### src/rtl/spi_mem_bridge.sv
// SPI mode-0 slave bridging command/address/data transactions onto a byte-wide synchronous frame memory.
// Define SPI_STATUS_CMD_EN to accept the CMD_STATUS opcode and keep overrun/last-write/wrap flags.
module spi_mem_bridge #(
  parameter int         ADDR_W     = 17,
  parameter int         ADDR_BYTES = 3,
  parameter int         DATA_W     = 8,
  parameter logic [7:0] CMD_READ   = 8'h03,
  parameter logic [7:0] CMD_WRITE  = 8'h02,
  parameter logic [7:0] CMD_STATUS = 8'h05
) (
  input  logic              clk,
  input  logic              reset,
  input  logic              sclk,
  input  logic              mosi,
  input  logic              ssel,
  output logic              miso,
  output logic [ADDR_W-1:0] mem_addr,
  output logic              mem_rd,
  input  logic [DATA_W-1:0] mem_rdata,
  output logic              mem_wr,
  output logic [DATA_W-1:0] mem_wdata,
  output logic              busy
);

  localparam int ACC_W  = 8 * ADDR_BYTES;
  localparam int ACNT_W = (ADDR_BYTES > 1) ? $clog2(ADDR_BYTES) : 1;

  if (DATA_W != 8) begin : g_bad_data_w
    $error("spi_mem_bridge: DATA_W must be 8");
  end
  if (ADDR_W > ACC_W) begin : g_bad_addr_w
    $error("spi_mem_bridge: ADDR_W exceeds 8*ADDR_BYTES");
  end

  typedef enum logic [2:0] {
    S_IDLE, S_CMD, S_ADDR, S_RDATA, S_WDATA, S_DISCARD, S_STAT
  } state_t;

`ifdef SPI_STATUS_CMD_EN
  localparam bit L_STAT_EN = 1'b1;
`else
  localparam bit L_STAT_EN = 1'b0;
`endif

  state_t              r_state, w_state_nxt;
  logic [1:0]          r_sclk_s, r_mosi_s, r_ssel_s;
  logic                r_sclk_d, r_ssel_d;
  logic [2:0]          r_bit_cnt;
  logic [6:0]          r_rx;
  logic [7:0]          r_tx;
  logic [ACC_W-1:0]    r_acc;
  logic [ACNT_W-1:0]   r_abyte_cnt;
  logic                r_is_wr;
  logic [ADDR_W-1:0]   r_addr;
  logic                r_mem_rd, r_mem_wr, r_rd_vld;
  logic [DATA_W-1:0]   r_wdata;
  logic                r_first, r_skip;
  logic [7:0]          r_pf;
  logic                r_pf_vld;

  logic                w_rise, w_fall, w_ssel_fall, w_ssel_rise, w_byte_done, w_bnd;
  logic [7:0]          w_rx_byte, w_status;
  logic [ACC_W-1:0]    w_acc_next;
  logic                w_last_abyte, w_cmd_rw, w_cmd_is_stat;
  logic                w_rd_req, w_wr_req, w_first_ret, w_pf_ret, w_bnd_load;
  logic                w_addr_inc, w_stat_load, w_skip_clr;

  always_ff @(posedge clk or posedge reset) begin
    if (reset) begin
      r_sclk_s <= 2'b00;
      r_sclk_d <= 1'b0;
      r_mosi_s <= 2'b00;
      r_ssel_s <= 2'b11;
      r_ssel_d <= 1'b1;
    end else begin
      r_sclk_s <= {r_sclk_s[0], sclk};
      r_sclk_d <= r_sclk_s[1];
      r_mosi_s <= {r_mosi_s[0], mosi};
      r_ssel_s <= {r_ssel_s[0], ssel};
      r_ssel_d <= r_ssel_s[1];
    end
  end

  assign w_rise        = r_sclk_s[1] & ~r_sclk_d;
  assign w_fall        = ~r_sclk_s[1] & r_sclk_d;
  assign w_ssel_fall   = ~r_ssel_s[1] & r_ssel_d;
  assign w_ssel_rise   = r_ssel_s[1] & ~r_ssel_d;
  assign w_byte_done   = w_rise && (r_bit_cnt == 3'd7);
  assign w_bnd         = w_fall && (r_bit_cnt == 3'd0);
  assign w_rx_byte     = {r_rx, r_mosi_s[1]};
  assign w_acc_next    = (r_acc << 8) | ACC_W'(w_rx_byte);
  assign w_last_abyte  = (r_abyte_cnt == ACNT_W'(ADDR_BYTES - 1));
  assign w_cmd_rw      = (w_rx_byte == CMD_READ) || (w_rx_byte == CMD_WRITE);
  assign w_cmd_is_stat = (w_rx_byte == CMD_STATUS);
  assign w_skip_clr    = w_bnd && r_skip;

  always_ff @(posedge clk or posedge reset) begin
    if (reset) r_state <= S_IDLE;
    else       r_state <= w_state_nxt;
  end

  always_comb begin
    w_state_nxt = r_state;
    case (r_state)
      S_IDLE:  if (w_ssel_fall) w_state_nxt = S_CMD;
      S_CMD:   if (w_byte_done) begin
                 if (w_cmd_rw)                       w_state_nxt = S_ADDR;
                 else if (w_cmd_is_stat && L_STAT_EN) w_state_nxt = S_STAT;
                 else                                w_state_nxt = S_DISCARD;
               end
      S_ADDR:  if (w_byte_done && w_last_abyte) w_state_nxt = r_is_wr ? S_WDATA : S_RDATA;
      S_STAT:  if (w_byte_done) w_state_nxt = S_DISCARD;
      default: ;
    endcase
    if (w_ssel_rise) w_state_nxt = S_IDLE;
  end

  // Write-address increment lands the cycle after the mem_wr strobe, in whatever state follows.
  always_comb begin
    w_rd_req    = 1'b0;
    w_wr_req    = 1'b0;
    w_first_ret = 1'b0;
    w_pf_ret    = 1'b0;
    w_bnd_load  = 1'b0;
    w_addr_inc  = r_mem_wr;
    w_stat_load = 1'b0;
    case (r_state)
      S_CMD:   w_stat_load = L_STAT_EN && w_byte_done && w_cmd_is_stat;
      S_ADDR:  w_rd_req = w_byte_done && w_last_abyte && !r_is_wr && !w_ssel_rise;
      S_RDATA: if (!w_ssel_rise) begin
                 if (r_rd_vld && r_first) begin
                   w_first_ret = 1'b1;
                   w_rd_req    = 1'b1;
                   w_addr_inc  = 1'b1;
                 end else if (r_rd_vld) begin
                   w_pf_ret = 1'b1;
                 end
                 if (w_bnd && !r_skip && !r_first) begin
                   w_bnd_load = 1'b1;
                   w_rd_req   = 1'b1;
                   w_addr_inc = 1'b1;
                 end
               end
      S_WDATA: w_wr_req = w_byte_done;
      default: ;
    endcase
  end

  always_ff @(posedge clk or posedge reset) begin
    if (reset) begin
      r_bit_cnt   <= 3'd0;
      r_rx        <= 7'd0;
      r_tx        <= 8'd0;
      r_acc       <= '0;
      r_abyte_cnt <= '0;
      r_is_wr     <= 1'b0;
      r_addr      <= '0;
      r_mem_rd    <= 1'b0;
      r_mem_wr    <= 1'b0;
      r_rd_vld    <= 1'b0;
      r_wdata     <= '0;
      r_first     <= 1'b0;
      r_skip      <= 1'b0;
      r_pf        <= 8'd0;
      r_pf_vld    <= 1'b0;
    end else begin
      r_mem_rd <= w_rd_req;
      r_mem_wr <= w_wr_req;
      r_rd_vld <= r_mem_rd;
      if (w_wr_req) r_wdata <= w_rx_byte;

      if (r_state == S_IDLE) begin
        r_bit_cnt <= 3'd0;
      end else if (w_rise) begin
        r_rx      <= w_rx_byte[6:0];
        r_bit_cnt <= r_bit_cnt + 3'd1;
      end

      if (r_state == S_CMD && w_byte_done) begin
        r_is_wr     <= (w_rx_byte == CMD_WRITE);
        r_abyte_cnt <= '0;
      end

      if (r_state == S_ADDR && w_byte_done) begin
        r_acc       <= w_acc_next;
        r_abyte_cnt <= r_abyte_cnt + ACNT_W'(1);
        if (w_last_abyte) r_addr <= w_acc_next[ADDR_W-1:0];
      end else if (w_addr_inc) begin
        r_addr <= r_addr + ADDR_W'(1);
      end

      // A freshly loaded byte already has its MSB on miso, so its first falling edge must not shift.
      if (r_state == S_IDLE || r_state == S_DISCARD) r_tx <= 8'd0;
      else if (w_first_ret)                          r_tx <= mem_rdata;
      else if (w_bnd_load)                           r_tx <= r_pf_vld ? r_pf : 8'd0;
      else if (w_stat_load)                          r_tx <= w_status;
      else if (w_fall && !w_skip_clr)                r_tx <= {r_tx[6:0], 1'b0};

      if (r_state == S_IDLE)               r_skip <= 1'b0;
      else if (w_first_ret || w_stat_load) r_skip <= 1'b1;
      else if (w_skip_clr)                 r_skip <= 1'b0;

      if (r_state == S_IDLE)                    r_first <= 1'b0;
      else if (r_state == S_ADDR && w_rd_req)   r_first <= 1'b1;
      else if (w_first_ret)                     r_first <= 1'b0;

      if (r_state == S_IDLE || (r_state == S_ADDR && w_rd_req)) begin
        r_pf_vld <= 1'b0;
      end else begin
        if (w_bnd_load) r_pf_vld <= 1'b0;
        if (w_pf_ret) begin
          r_pf     <= mem_rdata;
          r_pf_vld <= 1'b1;
        end
      end
    end
  end

`ifdef SPI_STATUS_CMD_EN
  logic r_ovr, r_lww, r_wrap;

  always_ff @(posedge clk or posedge reset) begin
    if (reset) begin
      r_ovr  <= 1'b0;
      r_lww  <= 1'b0;
      r_wrap <= 1'b0;
    end else if (r_state == S_STAT && w_byte_done) begin
      r_ovr  <= 1'b0;
      r_lww  <= 1'b0;
      r_wrap <= 1'b0;
    end else begin
      if (w_bnd_load && !r_pf_vld)               r_ovr  <= 1'b1;
      if (w_addr_inc && (&r_addr))               r_wrap <= 1'b1;
      if (r_state == S_CMD && w_byte_done && w_cmd_rw) r_lww <= (w_rx_byte == CMD_WRITE);
    end
  end

  assign w_status = {5'b00000, r_ovr, r_lww, r_wrap};
`else
  assign w_status = 8'h00;
`endif

  assign miso      = r_tx[7];
  assign mem_addr  = r_addr;
  assign mem_rd    = r_mem_rd;
  assign mem_wr    = r_mem_wr;
  assign mem_wdata = r_wdata;
  assign busy      = ~r_ssel_s[1];

endmodule

### config.mk
export PLATFORM = sky130hd
export DESIGN_NAME = spi_mem_bridge
export DESIGN_NICKNAME = d
export VERILOG_FILES = /design/src/rtl/spi_mem_bridge.sv
export SDC_FILE = /design/constraint.sdc
export NUM_CORES = 1
export LEC_CHECK = 0
export CAP_MARGIN = 20
export CORE_MARGIN = 3
export CORE_UTILIZATION = 56
export DETAILED_ROUTE_END_ITERATION = 16
export PLACE_DENSITY = 0.85
export REMOVE_ABC_BUFFERS = 1
export SLEW_MARGIN = 30
export SYNTH_ARGS = -nofsm -noshare
export SYNTH_HDL_FRONTEND = slang
export SYNTH_SLANG_ARGS = --single-unit
export TNS_END_PERCENT = 100
### constraint.sdc
create_clock -name clk -period 3.2 [get_ports clk]
set_input_delay 0.96 -clock clk [delete_from_list [all_inputs] [get_ports clk]]
set_output_delay 0.96 -clock clk [all_outputs]
set_load 0.02 [all_outputs]
Word-level counts from Yosys, hierarchy flattened
Cells that the tools add are included.
{"block": "totals", "reg_bits": 80, "latch_bits": 0, "mem_bits_rw": 0, "mem_bits_ro": 0, "in_bits": 13, "out_inout_bits": 29, "wordCells": 132, "memories": 0}
{"block": "classes", "add_sub_neg": 3, "mul": 0, "div": 0, "order_cmp": 0, "eq_ne": 15, "shift": 0, "muxes": 47, "n_bitwise": 11, "reduce_logical": 35}
{"cell": "2-to-1 mux 17 bit", "count": 3}
{"cell": "2-to-1 mux 8 bit", "count": 5}
{"cell": "2-to-1 mux 3 bit", "count": 9}
{"cell": "2-to-1 mux 1 bit", "count": 26}
{"cell": "adder 17 x 1 -> 17 bit (second input constant)", "count": 1}
{"cell": "OR 17 x 8 -> 17 bit", "count": 1}
{"cell": "== test 8 x 2 -> 1 bit (second input constant)", "count": 2}
{"cell": "logical AND 1 bit", "count": 13}
{"cell": "== test 3 bit (second input constant)", "count": 4}
{"cell": "inequality test 3 bit (second input constant)", "count": 4}
{"cell": "case mux 3 bit (4 select lines)", "count": 1}
{"cell": "nonzero test 3 bit", "count": 3}
{"cell": "== test 3 x 2 -> 1 bit (second input constant)", "count": 2}
{"cell": "zero test 3 bit", "count": 2}
{"cell": "inverter 1 bit", "count": 6}
{"cell": "AND reduction 2 bit", "count": 3}
{"cell": "nonzero test 2 bit", "count": 3}
{"cell": "zero test 1 bit", "count": 5}
{"cell": "AND reduction 5 bit", "count": 1}
{"cell": "nonzero test 5 bit", "count": 1}
{"cell": "bitwise AND 1 bit", "count": 4}
{"cell": "2-to-1 mux 2 bit", "count": 2}
{"cell": "nonzero test 4 bit", "count": 1}
{"cell": "adder 3 x 1 -> 3 bit (second input constant)", "count": 1}
{"cell": "6 further kinds", "count": 8}

Logic depth before layout (Yosys ltp)
Gate-level depths: netlist of the first run.
{"block": "depth", "ltp_word": 12, "depth_mapped": 10, "ltp_nobuf": 7}

Worst setup path before layout of the first run
OpenSTA, ideal clock, no wires.
{"block": "synth_path", "path_kind": "register to register", "startpoint": "register r_ssel_d", "endpoint": "register r_addr[4], in the netlist mem_addr[4]", "setup_ns": 0.121, "t_arrival_ns": 2.143, "required_time_ns": 3.079, "path_slack_ns": 0.936, "stages_incl_launch_ff": 9, "path_buffers": 1, "synth_period_minus_slack_ns": 2.264, "cell_sequence": "dfstp_2 inv_1 ha_1 buf_6 nand4bb_4 or4_4 a41oi_4 o21ai_2 a22o_1"}
{"block": "synth_between", "elab_chain_cells": 6}
{"element": "start: declaration", "line": "47", "text": "logic r_sclk_d, r_ssel_d;"}
{"element": "start signal: assignment", "line": "80", "text": "r_ssel_d <= r_ssel_s[1];"}
{"element": "inverter 1 bit", "line": "87", "text": "assign w_ssel_rise = r_ssel_s[1] & ~r_ssel_d;"}
{"element": "bitwise AND 1 bit", "line": "87"}
{"element": "2-to-1 mux 1 bit", "line": "130", "text": "S_RDATA: if (!w_ssel_rise) begin"}
{"element": "2-to-1 mux 1 bit", "line": "127", "text": "case (r_state)"}
{"element": "nonzero test 2 bit (no line)"}
{"element": "AND reduction 2 bit (no line)"}
{"element": "end signal: assignment", "line": "187", "text": "if (w_last_abyte) r_addr <= w_acc_next[ADDR_W-1:0];"}
{"element": "end signal: assignment", "line": "189", "text": "r_addr <= r_addr + ADDR_W'(1);"}
{"element": "end: declaration", "line": "54", "text": "logic [ADDR_W-1:0] r_addr;"}
Every way passes these cells.
A chain may end at the register's enable or synchronous reset.

Worst setup path in the final report of the first run
{"block": "layout_path", "startpoint": "register r_ssel_d", "endpoint": "register r_addr[8], in the netlist mem_addr[8]"}
Same word-level chain as after synthesis.

==> impl_metrics.toml, run 1 <==
[status]
outcome = "complete, no violations"

[layout]
layout-drive-gt1-share_pct = 16.59
multi_input_area_um2 = 1715
final_common_cell = "dfrtp_1"
antenna_cells = 0
nFillCells = 459
final_cell_mix = "dfrtp_1, nand2_1, clkdlybuf4s50_1"
nNetsFinal = 430
seq_area_um2 = 2006
areaGrowthSynthToFinish_pct = 17.55

[cts]
postCtsSetupBuffers = 0
numCtsBuffers = 9
clkTransAtPathRegs_ps = 90
clk_latency_ps = 360
htreeDepth = 3
clock-sinks = 80
holdBufCountCts = 0
cts_buffer_depth = 2
ctsResizeCount = 0
clock_tree.root_cell = "clkbuf_8"
cts_tree = "built"

[worst_setup_path]
worstSetupEndpoint = "mem_addr[8]"
crit_chain = "inv_1, ha_1, nand4bb_4, or4_4, a41oi_4, buf_4, a21oi_1, a21oi_1"
cp_slowest_cell = "or4_4"
arrival_ps = 2880
r2r_end = "mem_addr[8]"
cp-end-kind = "register"
rrSetupSlack_ps = 590
rr_worst_depth = 8
crit_path_max_fanout = 10
path_buf_inv = 2
path_class = "register to register"
r2r_start = "r_ssel_d"
cpPeakStageDelay_ps = 530
cp_common_cell = "a21oi_1"
cp_top_family = "simple AND/OR/NAND/NOR gates"
crit_path_start = "r_ssel_d"
required_ps = 3480
cp-start-kind = "register"
cp.depth = 8

[placement]
dp_hpwl_mm = 5.762
gp_congestion = 0.9201
numPortBuffers = 41

[timing]
fmax_mhz = 383.8
fin_crit_ps = 2606
rsz0062_at_grt = "no"
drv_slew = 0
setup_viol = 0
period_share_pct = 81.43
skew_ps = 15.71
maxSlewHeadroom_pct = 43.34
tns_ps = 0
finalHoldViolations = 0
hold_slack_ps = 352.8
worstMarginPinSlew_ps = 842.2

[pwr]
switching_share_pct = 30.89
seqPwrFrac_pct = 51.7
power_frac_comb_pct = 17.0
power_switching_mw = 0.7465
p_leak_nw = 1.949
p_clk_share_pct = 31.3
power_density_nw_per_um2 = 526.2
ir_drop_mv = 0.3623
p_int_mw = 1.670

[route]
vias_per_cell = 5.880
remaining_drc_errors = 0
post_drt_wl_per_cell_um = 16.03
vias = 2993
drtAntennaViolNets = 0
routed_wl_mm = 8.157
first_pass_iters = 5
drt_iter0_drc = 219

[synth]
netlist_area_um2 = 3906
ys.warnings.count = 0
synth_top_area_share_pct = 49.33
synthCells = 372
yosysSeqAreaShare_pct = 51.35
synth.avg_cell_area_um2 = 10.50
synth_largest_area_cell = "dfrtp_1"
synth_ff_type = "dfrtp_1"
synth-edff-count = 0
synth-seq-cells = 80
synthTopCellsByArea = "dfrtp_1, mux2_2, nand2_1"
synthDistinctLibCells = 65
ys_async_sr_fraction_pct = 100.0

[grt]
grt_pass1_wl_mm = 13.80
grt_antenna_before_repair = 0
grt.overflow.total = 0
grtUsageTotal_pct = 22.38
grt_pass1_vias = 2969
grt_max_degree = 53

[die]
die_w_um = 89.52
die_area_um2 = 8014
ioPinCount = 42
start_util_pct = 59.48
rows = 29
core-area_um2 = 6568
fp.dieH_um = 89.52

[min_path]
min-delay-start = "r_sclk_s[0]"
hp-class = "register to register"

[flow_run]
maxCapViolations = 0
per-stage QoR:
| stage | total power [mW] | instance area, um^2 | cells | utilization (%) | setup WS, ps |
|---|---|---|---|---|---|
| after global placement | 1.658 | 4389 | 493 | 66.83 | 753.1 |
| after detailed placement | 1.677 | 4389 | 493 | 66.83 | 647.0 |
| after CTS | 2.429 | 4592 | 509 | 69.92 | 600.7 |
| final | 2.416 | 4592 | 509 | 69.92 | 594.4 |
| after floorplan | 1.524 | 3797 | 353 | - | 193.2 |
| after global routing | 2.546 | 4592 | 509 | 69.92 | 522.7 |
how the worst min path moves through the flow:
stage,to,slack (ps),cells after the start
detailed placement,r_sclk_s[1],340,0
finish,r_sclk_s[1],350,0
global placement,r_sclk_s[1],340,0
global route,r_ssel_s[1],370,0
CTS,r_sclk_s[1],350,0
floorplan,r_mosi_s[1],330,0
synth_stat cells, types with 4 or more instances:
cell type and n:
a21oi_1 18, a221oi_1 7, and3_1 4, buf_2 6
clkbuf_1 7, dfrtp_1 77, ha_1 6, inv_1 22
mux2_2 23, mux2i_1 4, nand2_1 51, nand3_1 11
nand3b_1 4, nand4_1 4, nor2_1 17, nor3_1 11
nor4_1 4, o21ai_0 21, o22ai_1 12
flip-flops by register name, summed over array words and instances, names as in the netlist, 2 cells and up:
signal,flops
mem_wdata,8
mem_addr,17
r_ssel_s,2
r_pf,8
r_state,3
r_rx,7
r_bit_cnt,3
r_abyte_cnt,2
r_acc,9
r_tx,8
r_mosi_s,2
r_sclk_s,2
area by class of cell:
cell class / instances / area share [%]
repair buffers: 47 / 10.19
well taps: 93 / 2.534
clock buffers: 9 / 2.698
clock inverters: 7 / 1.717
flip-flops and latches: 80 / 43.68
inverters: 22 / 1.826
multi-input cells: 251 / 37.36
power groups by stage:
stage                     clock network, mW  logic, mW  registers (mW)
after floorplan                           0      0.290            1.23
after global placement                    0      0.397            1.26
after detailed placement                  0      0.411            1.27
after CTS                             0.769      0.415            1.25
after global routing                  0.819      0.460            1.27
final                                 0.755      0.412            1.25
per-layer routing:
layer	wire (um)	up-vias	track usage [%]	share of wire [%]
met5	0	-	0	0
met4	112	0	8.525	1.4
met3	466	11	3.779	5.7
met2	3851	106	34.49	47
met1	3726	1448	31.83	46
li1	-	1428	-	-
cell families (layout without fill, tap and decap cells):
| family | after synthesis | in the layout | share of synthesized area [%] |
|---|---|---|---|
| muxes | 27 | 27 | 7.655 |
| xor gates and xnor gates | 2 | 2 | 0.4485 |
| AOI/OAI and AO/OA | 92 | 92 | 16.88 |
| adders and majority gates | 6 | 6 | 1.922 |
| and+or+nand+nor | 124 | 124 | 16.85 |
| DFF | 80 | 80 | 51.35 |
| buffers and inverters | 41 | 85 | 4.901 |
No activity file was read; power rests on OpenSTA's default activity.
==> run 2, diff against run 1 <==
--- a/config.mk
+++ b/config.mk
@@ -7,9 +7,9 @@
 export LEC_CHECK = 0
 export CAP_MARGIN = 20
 export CORE_MARGIN = 3
-export CORE_UTILIZATION = 56
+export CORE_UTILIZATION = 51
 export DETAILED_ROUTE_END_ITERATION = 16
-export PLACE_DENSITY = 0.85
+export PLACE_DENSITY = 0.82
 export REMOVE_ABC_BUFFERS = 1
 export SLEW_MARGIN = 30
 export SYNTH_ARGS = -nofsm -noshare
==> constraint.sdc (replaced) <==
create_clock -name clk -period 2.3 [get_ports clk]
set_input_delay 0.69 -clock clk [delete_from_list [all_inputs] [get_ports clk]]
set_output_delay 0.69 -clock clk [all_outputs]
set_load 0.02 [all_outputs]
==> run 2 against run 1 <==
Clock skew decreased by 7.2 ps. Non-clock buffer count is 14 higher. Clock power up 51%. Sequential power is 39% higher. Combinational power grew 50%. Clock-buffer cell count did not move. Register-to-register slack worse by 520 ps. Sequential cell count stayed put. Worst setup slack lost 520 ps. Largest cell class unchanged. Highest routed layer unchanged.
==> impl_metrics.toml, run 2 (synthesis results as in run 1) <==
[layout]
seq_area_um2 = 2006
final_cell_mix = "dfrtp_1, nand2_1, clkdlybuf4s50_1"
nNetsFinal = 444
layout-drive-gt1-share_pct = 20.00
antenna_cells = 0
final_cell_area_um2 = 4762
areaGrowthSynthToFinish_pct = 21.91
largest_reg_flops = 17
nFillCells = 541
fin_util_pct = 64.96
multi_input_area_um2 = 1735
final_common_cell = "dfrtp_1"

[timing]
drv_slew = 0
finalHoldViolations = 0
fmax_mhz = 449.7
skew_ps = 8.547
maxSlewHeadroom_pct = 59.29
setup_viol = 0
period_share_pct = 96.68
fin_crit_ps = 2224
worstMarginPinSlew_ps = 605.9
rsz0062_at_grt = "no"

[die]
start_util_pct = 53.29
fp.dieH_um = 93.52
ioPinCount = 42
core-area_um2 = 7331
die_w_um = 93.52
die_area_um2 = 8745
rows = 31

[grt]
grt_pass1_wl_mm = 14.57
grt_max_degree = 43
grt_pass1_vias = 3026
grtUsageTotal_pct = 21.43
grt_antenna_before_repair = 0
grt.overflow.total = 0

[placement]
numPortBuffers = 41
place_area_um2 = 4514
dp_hpwl_mm = 5.965
gp_congestion = 0.8691

[pwr]
switching_share_pct = 29.98
total_power_mw = 3.503
power_density_nw_per_um2 = 735.6
p_int_mw = 2.453
p_clk_share_pct = 32.7
seqPwrFrac_pct = 49.6
power_frac_comb_pct = 17.7
power_switching_mw = 1.050
ir_drop_mv = 0.4691
p_leak_nw = 2.055

[cts]
htreeDepth = 3
numCtsBuffers = 9
clkTransAtPathRegs_ps = 80
clock_tree.root_cell = "clkbuf_8"
postCtsSetupBuffers = 0
cts_buffer_depth = 2
cts_tree = "built"
clk_latency_ps = 360
clock-sinks = 80

[status]
outcome = "complete, no violations"

[worst_setup_path]
cp-start-kind = "register"
path_class = "register to register"
cp-end-kind = "register"
required_ps = 2580
arrival_ps = 2500
crit_path_max_fanout = 13

[route]
vias_per_cell = 5.790
drt_iter0_drc = 195
vias = 3063
post_drt_wl_per_cell_um = 16.35
remaining_drc_errors = 0
drtAntennaViolNets = 0
first_pass_iters = 4
routed_wl_mm = 8.648

[min_path]
hp-class = "register to register"

[flow_run]
maxCapViolations = 0
==> run 2: cell types whose count changed in the layout (fill, tap and decap cells not counted), sizes merged <==
cell,delta
bufinv,+1
buf,+14
clkinvlp,-3
clkinv,+4
inv,-2
==> run 2: layout make-up <==
class	count	share of cell area (%)
clock buffer	9	2.601
clock inverter	7	2.023
inverter	22	1.760
multi-input combinational	251	36.44
sequential	80	42.12
tap	99	2.601
timing repair buffer	61	12.45
==> run 2: routing by layer <==
metal | part of all wire (%) | global-route usage [%] | wire, um | vias up
li1 | - | - | - | 1450
met1 | 44 | 29.62 | 3826 | 1519
met2 | 49 | 33.29 | 4208 | 76
met3 | 5.2 | 5.229 | 446 | 18
met4 | 1.9 | 6.838 | 167 | 0
met5 | 0 | 0 | 0 | -
==> run 2: worst paths after layout <==
kind	start	endpoint	slack (ps)	depth (start not counted)
min	r_sclk_s[0]	r_sclk_s[1]	350	0
max in group asynchronous	reset	r_mosi_s[1]	1180	3
max	r_ssel_d	mem_addr[8]	80	8
min reg2reg	r_sclk_s[0]	r_sclk_s[1]	350	0
min in group asynchronous	reset	r_first	610	2
max reg2reg	r_ssel_d	mem_addr[8]	80	8
==> run 2: critical path, cell delays in order, from the launching register on <==
cell and delay (ps):
dfstp_2 530, inv_1 40, ha_1 200, nand4bb_4 210, or4_4 530, a41oi_4 220
buf_6 200, a21oi_1 80, a21oi_1 140
==> run 2: repair_timing <==
item                       CTS  global route
resized for setup            3             4
hold endpoints to repair     0             0
setup endpoints to repair    5             9
pin swaps                    0             2
hold buffers                 0             0
==> run 2: per-stage QoR <==
step	hold slack (ps)	setup slack, ps	setup TNS [ps]	cells
2_1_floorplan	331.2	-436.8	-40720	353
6_report	352.3	76.39	0	529
3_3_place_gp	334.2	32.06	0	513
4_1_cts	354.4	38.40	0	529
5_1_grt	356.8	5.562	0	529
3_5_place_dp	336.3	-37.27	-56.89	513
==> run 2: power groups by stage <==
stage,registers [mW],logic (mW),clock network (mW)
after CTS,1.73,0.624,1.17
final,1.74,0.620,1.14
after global routing,1.76,0.690,1.23
after detailed placement,1.76,0.615,0
after global placement,1.75,0.588,0
after floorplan,1.72,0.404,0
==> run 3, diff against run 2 <==
--- a/config.mk
+++ b/config.mk
@@ -9,8 +9,8 @@
 export CORE_MARGIN = 3
 export CORE_UTILIZATION = 51
 export DETAILED_ROUTE_END_ITERATION = 16
+export HOLD_SLACK_MARGIN = 0.12
 export PLACE_DENSITY = 0.82
-export REMOVE_ABC_BUFFERS = 1
 export SLEW_MARGIN = 30
 export SYNTH_ARGS = -nofsm -noshare
 export SYNTH_HDL_FRONTEND = slang
==> run 3 against run 2 <==
First-iteration DRC count down 28%. Sequential share of layout area is 0.24 points lower. Clock skew decreased by 0.76 ps. Critical path depth down 1. Cell area rose by 0.58%. Critical endpoint is now mem_addr[12]. Wire length about the same. Clock-buffer cell count unchanged. Sequential power hardly changed. Sequential cell count is the same.
==> impl_metrics.toml, run 3 (synthesis results as in run 1) <==
[status]
outcome = "complete, no violations"

[layout]
layout-drive-gt1-share_pct = 20.42
seq_area_um2 = 2006
largest_reg_flops = 17
nNetsFinal = 445
final_cell_mix = "dfrtp_1, nand2_1, clkdlybuf4s50_1"
fin_util_pct = 65.34
nFillCells = 570
areaGrowthSynthToFinish_pct = 22.61
multi_input_area_um2 = 1735
antenna_cells = 0
final_common_cell = "dfrtp_1"

[cts]
numCtsBuffers = 9
clkTransAtPathRegs_ps = 90
cts_tree = "built"
postCtsSetupBuffers = 0
clock_tree.root_cell = "clkbuf_8"
clock-sinks = 80
cts_buffer_depth = 2
holdBufCountCts = 0
htreeDepth = 3
clk_latency_ps = 360

[route]
post_drt_wl_per_cell_um = 16.32
vias = 3096
remaining_drc_errors = 0
drt_iter0_drc = 140
drtAntennaViolNets = 0
vias_per_cell = 5.842
first_pass_iters = 4
routed_wl_mm = 8.650

[pwr]
power_density_nw_per_um2 = 718.3
total_power_mw = 3.440
ir_drop_mv = 0.4480
p_leak_nw = 2.052

[grt]
grt.overflow.total = 0
grtUsageTotal_pct = 21.46
grt_max_degree = 29
grt_pass1_vias = 3105
grt_antenna_before_repair = 0
grt_pass1_wl_mm = 15.00

[timing]
worstMarginPinSlew_ps = 539.2
fmax_mhz = 445.2
period_share_pct = 97.67
maxSlewHeadroom_pct = 63.97
fin_crit_ps = 2246
drv_slew = 0
skew_ps = 7.791
setup_viol = 0
rsz0062_at_grt = "no"
finalHoldViolations = 0

[flow_run]
maxCapViolations = 0

[worst_setup_path]
required_ps = 2570
cp-end-kind = "register"
path_class = "register to register"
cp-start-kind = "register"
arrival_ps = 2510
crit_path_max_fanout = 8

[min_path]
hp-class = "register to register"

[die]
die_w_um = 93.52
core-area_um2 = 7331
fp.dieH_um = 93.52
rows = 31
start_util_pct = 53.29
ioPinCount = 42
die_area_um2 = 8745

[placement]
gp_congestion = 0.8528
numPortBuffers = 41
dp_hpwl_mm = 6.133

[synth]
synth_fp_nets = 391
## run 3: cell types whose count changed in the layout (fill, tap and decap cells not counted), sizes merged
cell / before / now
clkinvlp: 0 / 1
inv: 21 / 25
buf: 20 / 21
bufinv: 2 / 1
clkinv: 6 / 2
## run 3: cell type report
| class | instances | share of cell area, % |
|---|---|---|
| sequential | 80 | 41.88 |
| multi-input combinational | 251 | 36.23 |
| timing repair buffer | 62 | 13.14 |
| clock buffer | 9 | 2.586 |
| tap | 99 | 2.586 |
| inverter | 22 | 1.803 |
| clock inverter | 7 | 1.776 |
## run 3: per-layer routing
layer,vias to the layer above,GRT usage [%],wire length (um),share of wire (%)
li1,1461,-,-,-
met1,1556,29.00,3856,45
met2,68,34.60,4277,49
met3,11,4.988,419,4.8
met4,0,6.105,97,1.1
met5,-,0,0,0
## run 3: path summary, 6_finish.rpt
check,endpoint,cells past startpoint,startpoint,slack [ps]
min in group asynchronous,r_first,2,reset,730
max in group asynchronous,mem_addr[15],3,reset,1080
hold / removal,r_sclk_s[1],0,r_sclk_s[0],350
setup / recovery,mem_addr[12],7,r_ssel_s[1],50
setup reg to reg,mem_addr[12],7,r_ssel_s[1],50
hold reg to reg,r_sclk_s[1],0,r_sclk_s[0],350
## run 3: through the flow
stage	cell area [um^2]	setup WS [ps]	setup TNS (ps)	hold WS, ps	std cells
3_3_place_gp	4549	58.08	0	334.4	514
3_5_place_dp	4549	-42.70	-125.1	334.7	514
5_1_grt	4790	1.771	0	363.9	530
6_report	4790	53.68	0	348.1	530
4_1_cts	4773	2.129	0	355.4	530
2_1_floorplan	3910	36.35	0	331.2	372
## run 3: repair_timing
| item | 4_1_cts | 5_1_grt |
|---|---|---|
| pin swaps | 1 | 4 |
| gates resized for setup | 3 | 6 |
| endpoints found under the setup margin | 8 | 16 |
| gates cloned | 0 | 0 |
## run 3: power by group
part	total [mW]	switching, mW	internal, mW
logic	0.607	0.302	0.305
registers	1.74	0.208	1.54
clock network	1.09	0.566	0.524
total	3.44	1.08	2.36
## run 3: worst max-delay path, cell delays in order (launching register included)
cell	delay (ps)
dfstp_2	570
ha_2	210
buf_6	140
and4bb_4	210
and3_2	250
nor4_4	380
o21ai_1	160
a221oi_2	250
